### src/rtl/usb_xfer_ctrl_if.sv
// Bundle between the endpoint sequencer and its surroundings: RX/TX cores,
// shared data buffer and the AHB register file.
interface usb_xfer_ctrl_if #(
  parameter int BUF_DEPTH = 64
);
  localparam int CW = $clog2(BUF_DEPTH) + 1;

  logic          rx_pkt_valid;
  logic [2:0]    rx_pid;
  logic          rx_active;
  logic [CW-1:0] buf_count;
  logic [CW-1:0] tx_size;
  logic          tx_armed;
  logic          tx_busy;
  logic          tx_start;
  logic [2:0]    tx_pid;
  logic          buf_owner_rx;
  logic          buf_flush;
  logic          rx_done;
  logic          tx_done;
  logic          xfer_err;
  logic          clr_status;

  modport slave (
    input  rx_pkt_valid, rx_pid, rx_active, buf_count, tx_size, tx_armed,
           tx_busy, clr_status,
    output tx_start, tx_pid, buf_owner_rx, buf_flush, rx_done, tx_done, xfer_err
  );

  modport master (
    output rx_pkt_valid, rx_pid, rx_active, buf_count, tx_size, tx_armed,
           tx_busy, clr_status,
    input  tx_start, tx_pid, buf_owner_rx, buf_flush, rx_done, tx_done, xfer_err
  );
endinterface

### src/rtl/usb_xfer_ctrl.sv
// Endpoint transaction sequencer: decodes host tokens, picks the handshake or
// data response, owns the shared buffer and tracks DATA0/DATA1 toggles.
module usb_xfer_ctrl #(
  parameter int BUF_DEPTH   = 64,
  parameter int ACK_TIMEOUT = 1023
) (
  input  logic            clk,
  input  logic            rst,
  usb_xfer_ctrl_if.slave  bus
);
  localparam int CW = $clog2(BUF_DEPTH) + 1;
  localparam int TW = $clog2(ACK_TIMEOUT + 1);
  localparam logic [CW-1:0] DEPTH_C = CW'(BUF_DEPTH);
  localparam logic [TW-1:0] TMO_C   = TW'(ACK_TIMEOUT);

  typedef enum logic [2:0] {
    PID_NONE, PID_OUT, PID_IN, PID_DATA0, PID_DATA1, PID_ACK, PID_NAK, PID_BAD
  } rx_pid_e;

  typedef enum logic [2:0] {
    TXP_NONE  = 3'd0,
    TXP_DATA0 = 3'd1,
    TXP_DATA1 = 3'd2,
    TXP_ACK   = 3'd3,
    TXP_NAK   = 3'd4
  } tx_pid_e;

  typedef enum logic [2:0] {
    ST_IDLE, ST_RX_DATA, ST_RX_ACK, ST_TX_DECIDE, ST_TX_SEND, ST_TX_WAIT_ACK,
    ST_NAK_SEND
  } state_e;

  state_e        r_state;
  logic          r_toggle_in;
  logic          r_toggle_out;
  logic [TW-1:0] r_cnt;
  logic          r_sent;
  logic          r_busy_q;
  logic          r_tx_start;
  logic [2:0]    r_tx_pid;
  logic          r_buf_owner_rx;
  logic          r_buf_flush;
  logic          r_rx_done;
  logic          r_tx_done;
  logic          r_xfer_err;

  logic          w_is_data;
  logic          w_tog_match;
  logic          w_busy_fall;
  logic [2:0]    w_send_pid;

  assign w_is_data   = (bus.rx_pid == PID_DATA0) || (bus.rx_pid == PID_DATA1);
  assign w_tog_match = (bus.rx_pid == PID_DATA1) == r_toggle_in;
  assign w_busy_fall = r_busy_q && !bus.tx_busy;

  always_comb begin
    w_send_pid = TXP_NONE;
    case (r_state)
      ST_RX_ACK:   w_send_pid = TXP_ACK;
      ST_NAK_SEND: w_send_pid = TXP_NAK;
      default:     w_send_pid = r_toggle_out ? TXP_DATA1 : TXP_DATA0;
    endcase
  end

  always_ff @(posedge clk or posedge rst) begin
    if (rst) begin
      r_state        <= ST_IDLE;
      r_toggle_in    <= 1'b0;
      r_toggle_out   <= 1'b0;
      r_cnt          <= '0;
      r_sent         <= 1'b0;
      r_busy_q       <= 1'b0;
      r_tx_start     <= 1'b0;
      r_tx_pid       <= '0;
      r_buf_owner_rx <= 1'b0;
      r_buf_flush    <= 1'b0;
      r_rx_done      <= 1'b0;
      r_tx_done      <= 1'b0;
      r_xfer_err     <= 1'b0;
    end else begin
      r_tx_start  <= 1'b0;
      r_buf_flush <= 1'b0;
      r_busy_q    <= bus.tx_busy;
      // Clear first so any set event later in this block takes priority.
      if (bus.clr_status) begin
        r_rx_done  <= 1'b0;
        r_tx_done  <= 1'b0;
        r_xfer_err <= 1'b0;
      end

      case (r_state)
        ST_IDLE: begin
          if (bus.rx_pkt_valid) begin
            case (bus.rx_pid)
              PID_OUT: begin
                r_state        <= ST_RX_DATA;
                r_buf_owner_rx <= 1'b1;
              end
              PID_IN:  r_state    <= ST_TX_DECIDE;
              PID_BAD: r_xfer_err <= 1'b1;
              default: ;
            endcase
          end
        end

        ST_RX_DATA: begin
          if (bus.rx_pkt_valid) begin
            r_buf_owner_rx <= 1'b0;
            if (w_is_data && !w_tog_match) begin
              // Host retransmit of data already accepted: drop it, still ACK.
              r_buf_flush <= 1'b1;
              r_state     <= ST_RX_ACK;
            end else if (w_is_data && bus.buf_count <= DEPTH_C) begin
              r_toggle_in <= ~r_toggle_in;
              r_rx_done   <= 1'b1;
              r_state     <= ST_RX_ACK;
            end else begin
              r_xfer_err  <= 1'b1;
              r_buf_flush <= 1'b1;
              r_state     <= ST_IDLE;
            end
          end
        end

        ST_TX_DECIDE: begin
          if (bus.tx_armed && bus.buf_count >= bus.tx_size) r_state <= ST_TX_SEND;
          else                                              r_state <= ST_NAK_SEND;
        end

        // All three share one start/complete handshake with the TX core.
        ST_RX_ACK, ST_TX_SEND, ST_NAK_SEND: begin
          if (!r_sent) begin
            if (!bus.tx_busy) begin
              r_tx_start <= 1'b1;
              r_tx_pid   <= w_send_pid;
              r_sent     <= 1'b1;
            end
          end else if (w_busy_fall) begin
            r_sent  <= 1'b0;
            r_cnt   <= '0;
            r_state <= (r_state == ST_TX_SEND) ? ST_TX_WAIT_ACK : ST_IDLE;
          end
        end

        ST_TX_WAIT_ACK: begin
          if (bus.rx_pkt_valid) begin
            r_state <= ST_IDLE;
            if (bus.rx_pid == PID_ACK) begin
              r_tx_done    <= 1'b1;
              r_toggle_out <= ~r_toggle_out;
            end else begin
              r_xfer_err <= 1'b1;
            end
          end else if (r_cnt == TMO_C) begin
            r_xfer_err <= 1'b1;
            r_state    <= ST_IDLE;
          end else if (!bus.rx_active) begin
            r_cnt <= r_cnt + 1'b1;
          end
        end

        default: r_state <= ST_IDLE;
      endcase
    end
  end

  assign bus.tx_start     = r_tx_start;
  assign bus.tx_pid       = r_tx_pid;
  assign bus.buf_owner_rx = r_buf_owner_rx;
  assign bus.buf_flush    = r_buf_flush;
  assign bus.rx_done      = r_rx_done;
  assign bus.tx_done      = r_tx_done;
  assign bus.xfer_err     = r_xfer_err;
endmodule

### src/flat_wrapper.sv
// flat-port wrapper written by rule: the top's interface ports become plain ports
module usb_xfer_ctrl_flat 
#(
  parameter int BUF_DEPTH   = 64,
  parameter int ACK_TIMEOUT = 1023
)
  (clk, rst, bus_rx_pkt_valid, bus_rx_pid, bus_rx_active, bus_buf_count, bus_tx_size, bus_tx_armed, bus_tx_busy, bus_clr_status, bus_tx_start, bus_tx_pid, bus_buf_owner_rx, bus_buf_flush, bus_rx_done, bus_tx_done, bus_xfer_err);
  usb_xfer_ctrl_if #(.BUF_DEPTH(BUF_DEPTH)) bus_i ();
  input  logic clk;
  input  logic rst;
  input wire logic [$bits(bus_i.rx_pkt_valid)-1:0] bus_rx_pkt_valid;
  input wire logic [$bits(bus_i.rx_pid)-1:0] bus_rx_pid;
  input wire logic [$bits(bus_i.rx_active)-1:0] bus_rx_active;
  input wire logic [$bits(bus_i.buf_count)-1:0] bus_buf_count;
  input wire logic [$bits(bus_i.tx_size)-1:0] bus_tx_size;
  input wire logic [$bits(bus_i.tx_armed)-1:0] bus_tx_armed;
  input wire logic [$bits(bus_i.tx_busy)-1:0] bus_tx_busy;
  input wire logic [$bits(bus_i.clr_status)-1:0] bus_clr_status;
  output wire logic [$bits(bus_i.tx_start)-1:0] bus_tx_start;
  output wire logic [$bits(bus_i.tx_pid)-1:0] bus_tx_pid;
  output wire logic [$bits(bus_i.buf_owner_rx)-1:0] bus_buf_owner_rx;
  output wire logic [$bits(bus_i.buf_flush)-1:0] bus_buf_flush;
  output wire logic [$bits(bus_i.rx_done)-1:0] bus_rx_done;
  output wire logic [$bits(bus_i.tx_done)-1:0] bus_tx_done;
  output wire logic [$bits(bus_i.xfer_err)-1:0] bus_xfer_err;
  assign bus_i.rx_pkt_valid = bus_rx_pkt_valid;
  assign bus_i.rx_pid = bus_rx_pid;
  assign bus_i.rx_active = bus_rx_active;
  assign bus_i.buf_count = bus_buf_count;
  assign bus_i.tx_size = bus_tx_size;
  assign bus_i.tx_armed = bus_tx_armed;
  assign bus_i.tx_busy = bus_tx_busy;
  assign bus_i.clr_status = bus_clr_status;
  assign bus_tx_start = bus_i.tx_start;
  assign bus_tx_pid = bus_i.tx_pid;
  assign bus_buf_owner_rx = bus_i.buf_owner_rx;
  assign bus_buf_flush = bus_i.buf_flush;
  assign bus_rx_done = bus_i.rx_done;
  assign bus_tx_done = bus_i.tx_done;
  assign bus_xfer_err = bus_i.xfer_err;
  usb_xfer_ctrl #(.BUF_DEPTH(BUF_DEPTH), .ACK_TIMEOUT(ACK_TIMEOUT)) u_core (.clk(clk), .rst(rst), .bus(bus_i));
endmodule
### config.mk
export PLATFORM = sky130hd
export DESIGN_NAME = usb_xfer_ctrl_flat
export DESIGN_NICKNAME = d
export VERILOG_FILES = /design/src/rtl/usb_xfer_ctrl_if.sv /design/src/rtl/usb_xfer_ctrl.sv /design/src/flat_wrapper.sv
export SDC_FILE = /design/constraint.sdc
export NUM_CORES = 1
export LEC_CHECK = 0
export CORE_MARGIN = 3
export CORE_UTILIZATION = 25
export DETAILED_ROUTE_END_ITERATION = 7
export GPL_TIMING_DRIVEN = 0
export PLACE_DENSITY = 0.45
export SLEW_MARGIN = 20
export SYNTH_ARGS = -nofsm -noshare
export SYNTH_HDL_FRONTEND = slang
export SYNTH_SLANG_ARGS = --single-unit
### constraint.sdc
create_clock -name clk -period 1.6 [get_ports clk]
set_input_delay 0.16 -clock clk [delete_from_list [all_inputs] [get_ports clk]]
set_output_delay 0.16 -clock clk [all_outputs]
set_load 0.05 [all_outputs]
**Word level (Yosys, flattened, before mapping)**

Cells that the tools add are included.

- Register bits after elaboration: 26
- Latch bits: 0
- RAM bits: 0
- Memory bits (read-only): 0
- Logic and storage cells: 114
- Memories kept: 0

- Add/sub/neg operators: 1
- $mul: 0
- Divide/modulo/power cells: 0
- $lt $le $gt $ge: 2
- Equality and inequality tests: 24
- Shift-type cells: 0
- Multiplexer cells: 52
- Bitwise gates (word level): 5
- Reductions and logical operators: 17

Operators by type and width:

| operator | number |
|---|---|
| 10-bit two-way mux | 5 |
| 1-bit two-way mux | 30 |
| 3-bit two-way mux | 8 |
| 10-bit one-hot mux with 2 select lines | 1 |
| 3-bit equality test, second input constant | 6 |
| 3-bit one-hot mux with 5 select lines | 1 |
| 3-bit by 2-bit equality test with 1-bit output, second input constant | 4 |
| 2-bit != test, second input constant | 6 |
| 3-bit one-hot mux with 2 select lines | 2 |
| 6-bit AND reduction | 2 |
| 10-bit by 1-bit adder with 10-bit output, second input constant | 1 |
| 10-bit equality test, second input constant | 1 |
| 4-bit AND reduction | 2 |
| 7-bit >= comparator | 1 |
| 7-bit <= comparator, second input constant | 1 |
| 3-bit by 1-bit equality test with 1-bit output, second input constant | 2 |
| 2-bit two-way mux | 3 |
| 3-bit AND reduction | 2 |
| 1-bit NOT | 5 |
| 1-bit logical AND | 4 |
| 2-bit by 1-bit != test with 1-bit output, second input constant | 2 |
| 2-bit nonzero test | 2 |
| 3-bit zero test | 1 |
| 3-bit by 2-bit != test with 1-bit output, second input constant | 1 |
| other kinds (7) | 8 |

**Depth between registers and ports, before layout**

- Depth in word-level cells: 7
- Gate-level depth with buffers: 7
- Depth with buffers taken out: 6

**Worst setup path after synthesis**

No wires, ideal clock.

- Path kind: reg-to-reg
- From: register u_core.r_state[1]
- To: register u_core.r_cnt[9]
- Library setup time: 66 ps
- Arrival time: 1598 ps
- Slack: -64 ps
- Cell stages (with the launch flop): 7
- Buffers on the path: 2
- Cell sequence: dfrtp_1 or2_1 clkbuf_1 and4_1 clkbuf_1 or4_1 nand2_1

- Word-level cells in the longest chain between the ends: 4

Ends and longest elaborated chain:

| what | RTL line | source |
|---|---|---|
| start: declaration | usb_xfer_ctrl.sv:33 | `state_e r_state;` |
| start signal: assignment | usb_xfer_ctrl.sv:141 | `r_state <= (r_state == ST_TX_SEND) ? ST_TX_WAIT_ACK : ST_IDLE;` |
| 3-bit by 2-bit equality test with 1-bit output / 3-bit equality test (equally long branches) | usb_xfer_ctrl.sv:91 | `case (r_state)` |
| 3-bit OR reduction | usb_xfer_ctrl.sv:91 |  |
| 2-bit by 1-bit != test with 1-bit output (no line) / 2-bit nonzero test (equally long branches) | - |  |
| 6-bit AND reduction (no line) | - |  |
| end signal: assignment | usb_xfer_ctrl.sv:158 | `r_cnt <= r_cnt + 1'b1;` |
| end: declaration | usb_xfer_ctrl.sv:36 | `logic [TW-1:0] r_cnt;` |

Several ways; a longest one is shown, not always the timed one.
A chain may end at the register's enable or synchronous reset.

**Final worst setup path**

- From: register u_core.r_cnt[0]
- To: register u_core.r_cnt[5]

- Word-level cells in the longest chain between the ends: 5

Ends and longest elaborated chain:

| what | RTL line | source |
|---|---|---|
| 10-bit by 1-bit adder with 10-bit output | usb_xfer_ctrl.sv:158 |  |
| 10-bit two-way mux | usb_xfer_ctrl.sv:157 | `end else if (!bus.rx_active) begin` |
| 10-bit two-way mux | usb_xfer_ctrl.sv:154 | `end else if (r_cnt == TMO_C) begin` |
| 10-bit two-way mux | usb_xfer_ctrl.sv:146 | `if (bus.rx_pkt_valid) begin` |
| 10-bit one-hot mux with 2 select lines | usb_xfer_ctrl.sv:91 |  |

Several ways; a longest one is shown, not always the timed one. The select of a mux whose other input is x is not followed.

==> reports/results.tsv <==
metric	value	unit
grt_usage	11.4	%
viasPerCell	4.92	
irDropWorstVdd	0.472	mV
ys.warnings.count	0	
period_needed	1.67	ns
clock_power_share	22.0	%
worst_slack	-0.0653	ns
worst_ep_required_time	1.81	ns
grt_overflow	0	
pwr-share-seq	35.2	%
ys_top_cells_by_area	dfrtp_1 40%, ha_1 6.2%, a21oi_1 4.6%	
cts_buffers	3	
syn_area	1630	sq um
endpoint_kind	flop	
synth_top_area_share	40.0	%
violations	negative setup slack	
critPathKind	reg2reg	
post_drt_wl_per_cell	13.6	um
fin_skew	0.00212	ns
antenna_found_initial	0	
place_area	2030	sq um
p_per_area	1100	nW/um^2
io_pins	33	
core_area	6100	sq um
clk_latency	0.27	ns
synth-seq-cells	26	
antennaDiodeCount	0	
drc	0	
maxCapViolCount	0	
finalCritPeriodShare	104	%
p_switching	0.989	mW
drv_slew	0	
synthToLayoutAreaGrowth	43.2	%
cts_buffer_depth	2	
cts_tree	built	
h-tree-depth	1	
status	finished, violations left	
rsz0062_at_grt	yes	
wl	4.16	mm
setup-violations-final	5	
final_net_count	264	
dieArea	7500	sq um
die_h	86.6	um
seq_area_frac_synth	40.0	%
pwr-share-comb	42.8	%
crit_arrival	1.87	ns
start_kind	flop	
vias	1505	
clockRootBuffer	clkbuf_8	
fin_hold_ws	0.251	ns
drive_gt1_share	22.5	%
start_util	26.7	%
hp-class	in2async	
rows	28	
final_area	2330	sq um
max_freq	600	MHz
dieWidth	86.6	um
cts.sinks	26	
synth-edff-count	0	
place_congestion	0.744	
clk_pin_slew	0.10	ns
hpwl	2.92	mm
synth_fp_nets	212	
synth_flop_cell	dfrtp_1	
slew_headroom	61.8	%
yosysTopAreaCell	dfrtp_1	
power.internal	1.57	mW
ys_types	49	
synth_area_per_cell	9.03	sq um
drt-initial-drc-count	74	
swShare	38.7	%
crit_fanout	5	
synthArstFlopShare	100	%
syn_inst	180	
grt_start_max_net_pins	27	
grt_pass1_vias	1431	
drt_pass1_iterations	5	
final_hold_viol_count	0	
postRouteAntennaNets	0	
fillCellCount	637	
port_buffers	30	
leakage	1.07	nW
grt_pass1_wl	6.86	mm
tightestPinTransition	0.572	ns
[critical path, stage by stage, from the launching register on]
cell and delay, ns:
dfrtp_2 0.46, ha_4 0.19, nand3_2 0.10, o311ai_4 0.11
buf_6 0.15, or4_1 0.46, a21oi_1 0.13
[logic make-up after synthesis]
logic type	share of synthesized area, %
AND/OR/NAND/NOR	23.8
AO/OA/AOI/OAI	19.8
flip-flops	40.0
buffers and inverters	6.54
adder cells (fa/ha/maj)	6.16
XOR/XNOR	1.62
multiplexers	2.08
[path summary, 6_finish.rpt]
path	from	to	slack (ns)	depth (start not counted)
max in group asynchronous	rst	u_core.r_cnt[2]	0.94	2
min in group clk	bus_rx_pid[0]	u_core.bus.buf_owner_rx	0.35	5
max reg2reg	u_core.r_cnt[0]	u_core.r_cnt[5]	-0.07	6
min reg2reg	u_core.bus.rx_done	u_core.bus.rx_done	0.49	1
min	rst	u_core.bus.tx_done	0.25	2
max	u_core.r_cnt[0]	u_core.r_cnt[5]	-0.07	6
[cells in the final DEF (no fill, tap or decap), types with 5 or more instances in the layout]
cell type	instances
ha_1	7
o31ai_1	5
dfrtp_2	5
o21ai_0	6
dlygate4sd2_1	8
dfrtp_1	21
a21oi_1	14
buf_6	5
buf_4	15
nor3_1	5
nor2_1	12
nand3_1	5
nand2_1	14
clkdlybuf4s50_1	20
inv_1	15
[Yosys cell counts, types with 2 or more instances]
cell,number
a21o_1,3
a21oi_1,15
clkbuf_1,6
dfrtp_1,26
ha_1,8
inv_1,16
mux2_2,3
nand2_1,14
nand2b_1,2
nand3_1,7
nand3b_1,2
nand4_1,2
nor2_1,13
nor2b_1,3
nor3_1,5
nor4_1,4
o211ai_1,3
o21ai_0,7
o31ai_1,5
or3_1,3
or4_1,4
xor2_1,2
[flip-flops by register name, indices dropped and copies added, names as in the netlist]
register                 count
u_core.r_state               3
u_core.r_cnt                10
u_core.r_toggle_in           1
u_core.bus.buf_owner_rx      1
u_core.bus.tx_start          1
u_core.bus.buf_flush         1
u_core.r_toggle_out          1
u_core.bus.rx_done           1
u_core.bus.tx_pid            3
u_core.bus.xfer_err          1
u_core.r_busy_q              1
u_core.bus.tx_done           1
u_core.r_sent                1
[layer usage]
metal | track usage, % | vias to the layer above | routed length (um) | share of wire (%)
met2 | 17.5 | 27 | 1900 | 46
li1 | - | 761 | - | -
met4 | 2.97 | 0 | 29 | 0.70
met3 | 1.52 | 2 | 138 | 3.3
met5 | 0 | - | 0 | 0
met1 | 16.8 | 715 | 2090 | 50
[cell type report]
cell class / instances / area [sq um] / area share [%]
Tap cell: 75 / 93.8 / 4.03
Clock buffer: 3 / 41.3 / 1.77
Buffer: 8 / 56.3 / 2.42
Inverter: 16 / 60.1 / 2.58
Clock inverter: 1 / 30.0 / 1.29
Multi-Input combinational cell: 129 / 953 / 41.0
Sequential cell: 26 / 657 / 28.2
Timing Repair Buffer: 48 / 435 / 18.7
[timing repair]
action                     4_1_cts  5_1_grt
gates cloned                     0        1
setup endpoints to repair       25       20
hold buffers                     0        0
pin swaps                        2        8
resized for setup               22       14
setup buffers                    9        8
[metrics by stage]
stage	power, mW	setup slack, ns	utilization, %	TNS (ns)	instances
finish	2.55	-0.0653	38.2	-0.132	306
global route	2.74	-0.148	38.2	-1.11	306
CTS	2.57	-0.0705	36.3	-0.180	297
detailed placement	1.94	-0.470	33.4	-6.19	285
global placement	1.94	-0.489	33.4	-6.21	285
floorplan	1.61	0.0122	-	0	180
[power by group through the flow]
| stage | combinational (mW) | sequential (mW) | clock (mW) |
|---|---|---|---|
| 2_1_floorplan | 0.508 | 1.10 | 0 |
| 3_3_place_gp | 1.04 | 0.907 | 0 |
| 3_5_place_dp | 1.03 | 0.907 | 0 |
| 4_1_cts | 1.09 | 0.900 | 0.580 |
| 5_1_grt | 1.20 | 0.927 | 0.613 |
| 6_report | 1.09 | 0.900 | 0.562 |
(Power assumes the default switching activity.)
